### src/rtl/signed_restoring_divider.sv
// -----------------------------------------------------------------------------
// signed_restoring_divider
//
// Sequential signed integer divider built on the radix-2 restoring algorithm.
// It produces one quotient bit per clock. The results follow Verilog signed
// '/' and '%': the quotient truncates toward zero, and the remainder takes the
// sign of the dividend.
//
// Parameters
//   nb            operand / result width in bits (nb >= 2)
//
// Ports
//   clk           system clock, rising edge
//   rst           synchronous reset, active-high
//   start         one-cycle request; A and B are sampled on the same edge
//   A             signed dividend
//   B             signed divisor
//   Quotient      signed quotient, registered
//   Remainder     signed remainder, registered
//   busy          high while a division is in flight
//   done          one-cycle pulse; results are valid from this cycle on
//   div_by_zero   registered with the results; set when B == 0
//
// Build option
//   DIV_ZERO_FAST_EN  when defined, a zero divisor skips the iterations and
//                     finishes 2 edges after start instead of nb+2.
//
// State table
//   IDLE | waiting for start; outputs hold the last result
//   RUN  | nb shift / trial-subtract iterations
//   FIX  | sign correction, load outputs, pulse done
// -----------------------------------------------------------------------------
module signed_restoring_divider #(
    parameter int nb = 12
) (
    input  logic                 clk,
    input  logic                 rst,
    input  logic                 start,
    input  logic signed [nb-1:0] A,
    input  logic signed [nb-1:0] B,
    output logic signed [nb-1:0] Quotient,
    output logic signed [nb-1:0] Remainder,
    output logic                 busy,
    output logic                 done,
    output logic                 div_by_zero
);

    localparam int cw = $clog2(nb) + 1;

    typedef enum logic [1:0] {
        IDLE = 2'd0,
        RUN  = 2'd1,
        FIX  = 2'd2
    } state_t;

    state_t        state;
    logic [nb-1:0] mag_a;
    logic [nb-1:0] mag_b;
    logic          neg_a;
    logic          neg_q;
    logic          b_zero;
    logic [nb:0]   rem;
    logic [nb-1:0] quo;
    logic [cw-1:0] cnt;

    logic [nb-1:0] a_u;
    logic [nb-1:0] b_u;
    logic [nb-1:0] a_abs;
    logic [nb-1:0] b_abs;
    logic [nb:0]   rem_sh;
    logic [nb:0]   diff;

    // The magnitude of -2^(nb-1) is 2^(nb-1). It still fits, because the
    // magnitudes are treated as unsigned.
    assign a_u   = A;
    assign b_u   = B;
    assign a_abs = A[nb-1] ? -a_u : a_u;
    assign b_abs = B[nb-1] ? -b_u : b_u;

    // The partial remainder always stays below 2*|B| <= 2^nb, so nb+1 bits
    // is enough. The top bit of the trial difference is its sign.
    assign rem_sh = {rem[nb-1:0], quo[nb-1]};
    assign diff   = rem_sh - {1'b0, mag_b};

    always_ff @(posedge clk) begin
        if (rst) begin
            state       <= IDLE;
            mag_a       <= '0;
            mag_b       <= '0;
            neg_a       <= 1'b0;
            neg_q       <= 1'b0;
            b_zero      <= 1'b0;
            rem         <= '0;
            quo         <= '0;
            cnt         <= '0;
            Quotient    <= '0;
            Remainder   <= '0;
            busy        <= 1'b0;
            done        <= 1'b0;
            div_by_zero <= 1'b0;
        end else begin
            done <= 1'b0;
            case (state)
                IDLE: begin
                    if (start) begin
                        mag_a  <= a_abs;
                        mag_b  <= b_abs;
                        neg_a  <= A[nb-1];
                        neg_q  <= A[nb-1] ^ B[nb-1];
                        b_zero <= (B == '0);
                        rem    <= '0;
                        quo    <= a_abs;
                        cnt    <= cw'(nb - 1);
                        busy   <= 1'b1;
`ifdef DIV_ZERO_FAST_EN
                        state  <= (B == '0) ? FIX : RUN;
`else
                        state  <= RUN;
`endif
                    end
                end

                RUN: begin
                    if (!diff[nb]) begin
                        rem <= diff;
                        quo <= {quo[nb-2:0], 1'b1};
                    end else begin
                        rem <= rem_sh;
                        quo <= {quo[nb-2:0], 1'b0};
                    end
                    if (cnt == '0) begin
                        state <= FIX;
                    end else begin
                        cnt <= cnt - cw'(1);
                    end
                end

                FIX: begin
                    // The zero-divisor results are fixed values, so the fast
                    // path never needs the iterated state.
                    if (b_zero) begin
                        Quotient  <= '1;
                        Remainder <= neg_a ? -mag_a : mag_a;
                    end else begin
                        Quotient  <= neg_q ? -quo : quo;
                        Remainder <= neg_a ? -rem[nb-1:0] : rem[nb-1:0];
                    end
                    div_by_zero <= b_zero;
                    done        <= 1'b1;
                    busy        <= 1'b0;
                    state       <= IDLE;
                end

                default: begin
                    state <= IDLE;
                    busy  <= 1'b0;
                end
            endcase
        end
    end

endmodule

### config.mk
export PLATFORM = sky130hd
export DESIGN_NAME = signed_restoring_divider
export DESIGN_NICKNAME = d
export VERILOG_FILES = /design/src/rtl/signed_restoring_divider.sv
export SDC_FILE = /design/constraint.sdc
export NUM_CORES = 1
export LEC_CHECK = 0
export ABC_AREA = 1
export CAP_MARGIN = 25
export CORE_MARGIN = 2
export CORE_UTILIZATION = 50
export CTS_BUF_LIST = sky130_fd_sc_hd__clkbuf_2 sky130_fd_sc_hd__clkbuf_4 sky130_fd_sc_hd__clkbuf_8
export CTS_CLUSTER_DIAMETER = 120
export DETAILED_ROUTE_END_ITERATION = 8
export HOLD_SLACK_MARGIN = 0.1
export PLACE_DENSITY_LB_ADDON = 0.05
export SETUP_SLACK_MARGIN = 0.4
export SLEW_MARGIN = 25
export SYNTH_ARGS = -nofsm -noshare
export SYNTH_HDL_FRONTEND = slang
export SYNTH_SLANG_ARGS = --single-unit
### constraint.sdc
create_clock -name clk -period 6.1 [get_ports clk]
set_input_delay 1.525 -clock clk [delete_from_list [all_inputs] [get_ports clk]]
set_output_delay 1.525 -clock clk [all_outputs]
set_load 0.05 [all_outputs]
==> out/qor.csv <==
stage,metric,value,unit
outcome,status,"complete, no violations",
detailed_routing,# DRC,0,
placed_design,GPL Wtd Cong,0.865,
floorplanning,chip width,106,µm
floorplanning,Initial Utilization,0.511,
clock_tree,cts-stage hold buffer count,0,
yosys,top_reg_cell synth,dfxtp_1,
setup_path,startpoint types,primary input,
yosys,synth cell count leaders,"nand2_1 (158), inv_1 (114), dfxtp_1 (85), nand3_1 (70), o21ai_0 (67)",
timing,Slew @ Worst Pin,0.995,ns
yosys,cell count after synthesis,778,
global_route,first-pass GRT wire length,23500,µm
timing,RSZ-0062 raised after global routing,false,
detailed_routing,via density per instance,5.44,
run,max cap viols,0,
yosys,Area contributors post-synth,"dfxtp_1 (33%), nand2_1 (11%), inv_1 (8.2%)",
power_and_ir_drop,leak pwr,2.67,nW
power_and_ir_drop,maximum vdd drop,0.179,mV
yosys,Syn. warnings,0,
cells_and_area,share of layout cells above drive strength 1,0.0644,
global_route,vias in the first global route,4926,
yosys,simple-gate share of the synthesized area,0.294,
clock_tree,Clock Latency Late Sink,0.37,ns
yosys,largest family of logic cells by synthesized area,simple AND/OR/NAND/NOR gates,
yosys,post-synthesis mux area share,0,
clock_tree,cts bufs inserted,9,
clock_tree,Post-CTS Setup Inserts,0,
yosys,top-area cell type share of the netlist area,0.326,
power_and_ir_drop,overall power,2.31,mW
detailed_routing,drt wl/cell,14.6,µm
timing,Fmax achieved,280,MHz
timing,setup violators final,0,
timing,Tmin final,3.57,ns
yosys,cell taking the most area after synthesis,dfxtp_1,
placed_design,PortBufs,53,
yosys,Mapped Nets,825,
yosys,most instantiated library cell after synthesis,nand2_1,
clock_tree,"Reg clk slew, reported paths",0.08,ns
setup_path,CP arrival,3.86,ns
timing,setup_tns,0,ns
yosys,Adder-Cell Fraction of Synth Area,0.0493,
setup_path,WS Path Type,primary input to flip-flop,
timing,fin crit share,0.585,
detailed_routing,DRT Pass-1 Iters,5,
floorplanning,DIE AREA,11300,µm²
detailed_routing,routed wire length,14000,µm
global_route,global route overflow,0,
setup_path,R2R cell count,7,
clock_tree,Root Buffer Master,clkbuf_8,
setup_path,Crit. End Element,flip-flop,
yosys,Syn Area/Cell,6.72,µm²
cells_and_area,Synth-to-Final Area Change,15.2,%
cells_and_area,n_diodes,0,
timing,Fin. Hold Viols,0,
yosys,xor/xnor cell area share of the yosys netlist,0.0369,
clock_tree,CTS tree,yes,
yosys,Yosys reg bits,85,
timing,max-slew violations,0,
worst_hold_path,Cells on Worst Hold Path,2,
yosys,number of flops mapped to enable cells by yosys,0,
clock_tree,Clock Path Buffers,2,
setup_path,Critical Path RT,6.39,ns
clock_tree,Sink Count,85,
detailed_routing,Via Count,5219,
floorplanning,Die Y,106,µm
setup_path,crit-path max FO,25,
clock_tree,H-tree depth,3,
yosys,register area share after synthesis,0.326,
worst_hold_path,Hold WC Path Type,flip-flop to flip-flop,
global_route,largest net degree at the start of global routing,48,
timing,Setup Skew,0.0151,ns
floorplanning,Rows,37,
detailed_routing,post-route ant nets,0,
power_and_ir_drop,Power Density,383,nW/µm²
timing,max_slew headroom,0.336,
yosys,Synth Cell Area,5230,µm²
detailed_routing,DR iter-0 viols,380,
global_route,initial antenna violation count,0,
floorplanning,Placeable Area,10200,µm²
yosys,unique cell type count in the Yosys netlist,44,
floorplanning,Top-Level Pins,54,
placed_design,Final HPWL DP,10200,µm
global_route,all-layer global routing usage,0.260,
cells_and_area,nets@finish,866,
clock_tree,post-cts sizing count,0,
yosys,Synth async-reset ratio,0,
yosys,Synth Area in Compound Gates,0.183,
-- path summary, 6_finish.rpt --
kind                               from                  end  slack (ns)
setup / recovery                  start  quo[6]$_SDFFE_PP0P_        2.53
hold / removal        busy$_SDFFE_PP0P_    busy$_SDFFE_PP0P_        0.45
setup reg to reg  state[0]$_SDFFE_PP0P_  quo[6]$_SDFFE_PP0P_        3.65
hold reg to reg       busy$_SDFFE_PP0P_    busy$_SDFFE_PP0P_        0.45
-- kinds of logic after synthesis --
logic type | after synthesis
simple gates | 331
compound gates | 172
flops | 85
fa+ha+maj | 20
buf+inv | 148
xor+xnor | 22
-- layout make-up --
cell class	count	area [µm²]
fill	1000	4210
clock inverter	4	47.5
tap	136	170
multi-input combinational	545	2940
timing repair buffer	55	546
inverter	123	462
clock buffer	11	151
sequential	85	1700
-- cell usage in the layout (no fill, tap or decap), types with 2 or more instances in the layout --
cell and n:
nand3_1 70, xnor2_1 5, inv_1 114, nand2_1 158
nor3_1 11, a31oi_1 13, buf_4 2, xor2_1 17
clkdlybuf4s50_1 53, nand4_1 6, ha_1 19, nor2_2 4
or2_2 5, o21ai_1 7, o211ai_1 5, inv_2 8
nand3_4 2, nand3b_1 5, o22ai_1 6, nor2_4 3
dfxtp_1 85, clkinv_2 2, a22oi_1 2, a21oi_1 59
nor2_1 54, o221ai_1 6, clkbuf_8 11, o21ai_0 67
nand2_4 2, nand2_2 5, o32ai_1 2
-- registers in the layout, indices dropped and copies added (netlist names), 2 cells and up --
name / flops
quo: 12
rem: 12
cnt: 5
state: 2
Quotient: 12
mag_a: 12
Remainder: 12
mag_b: 12
-- power breakdown --
group	total [mW]	internal [mW]	leakage, nW	switching (mW)
Combinational	1.19	0.421	1.88	0.768
Sequential	0.702	0.624	0.694	0.0782
Clock	0.416	0.208	0.101	0.208
Total	2.31	1.25	2.67	1.05
-- worst max-delay path: stages --
cell,delay [ns]
clkdlybuf4s50_1,0.45
nand2_1,0.09
nor2_2,0.74
inv_1,0.51
a21oi_1,0.26
o21ai_1,0.12
a31oi_1,0.14
-- routing by layer --
| layer | wire length (µm) | global-route usage | vias to the layer above |
|---|---|---|---|
| met2 | 6630 | 0.441 | 130 |
| met5 | 0 | 0 | - |
| met4 | 182 | 0.0733 | 0 |
| met3 | 657 | 0.0405 | 15 |
| li1 | - | - | 2643 |
| met1 | 6550 | 0.344 | 2431 |
-- per-stage QoR --
stage | instance area (µm²) | hold WS (ns) | util | std cells | worst slack, ns
after floorplan | 5230 | 0.422 | - | 778 | 3.49
after global placement | 5820 | 0.441 | 0.569 | 944 | 2.35
after detailed placement | 5820 | 0.442 | 0.569 | 944 | 2.15
after CTS | 6020 | 0.454 | 0.588 | 959 | 2.51
after global routing | 6020 | 0.476 | 0.588 | 959 | 2.29
final | 6020 | 0.454 | 0.588 | 959 | 2.53
No activity file was read; power rests on OpenSTA's default activity.
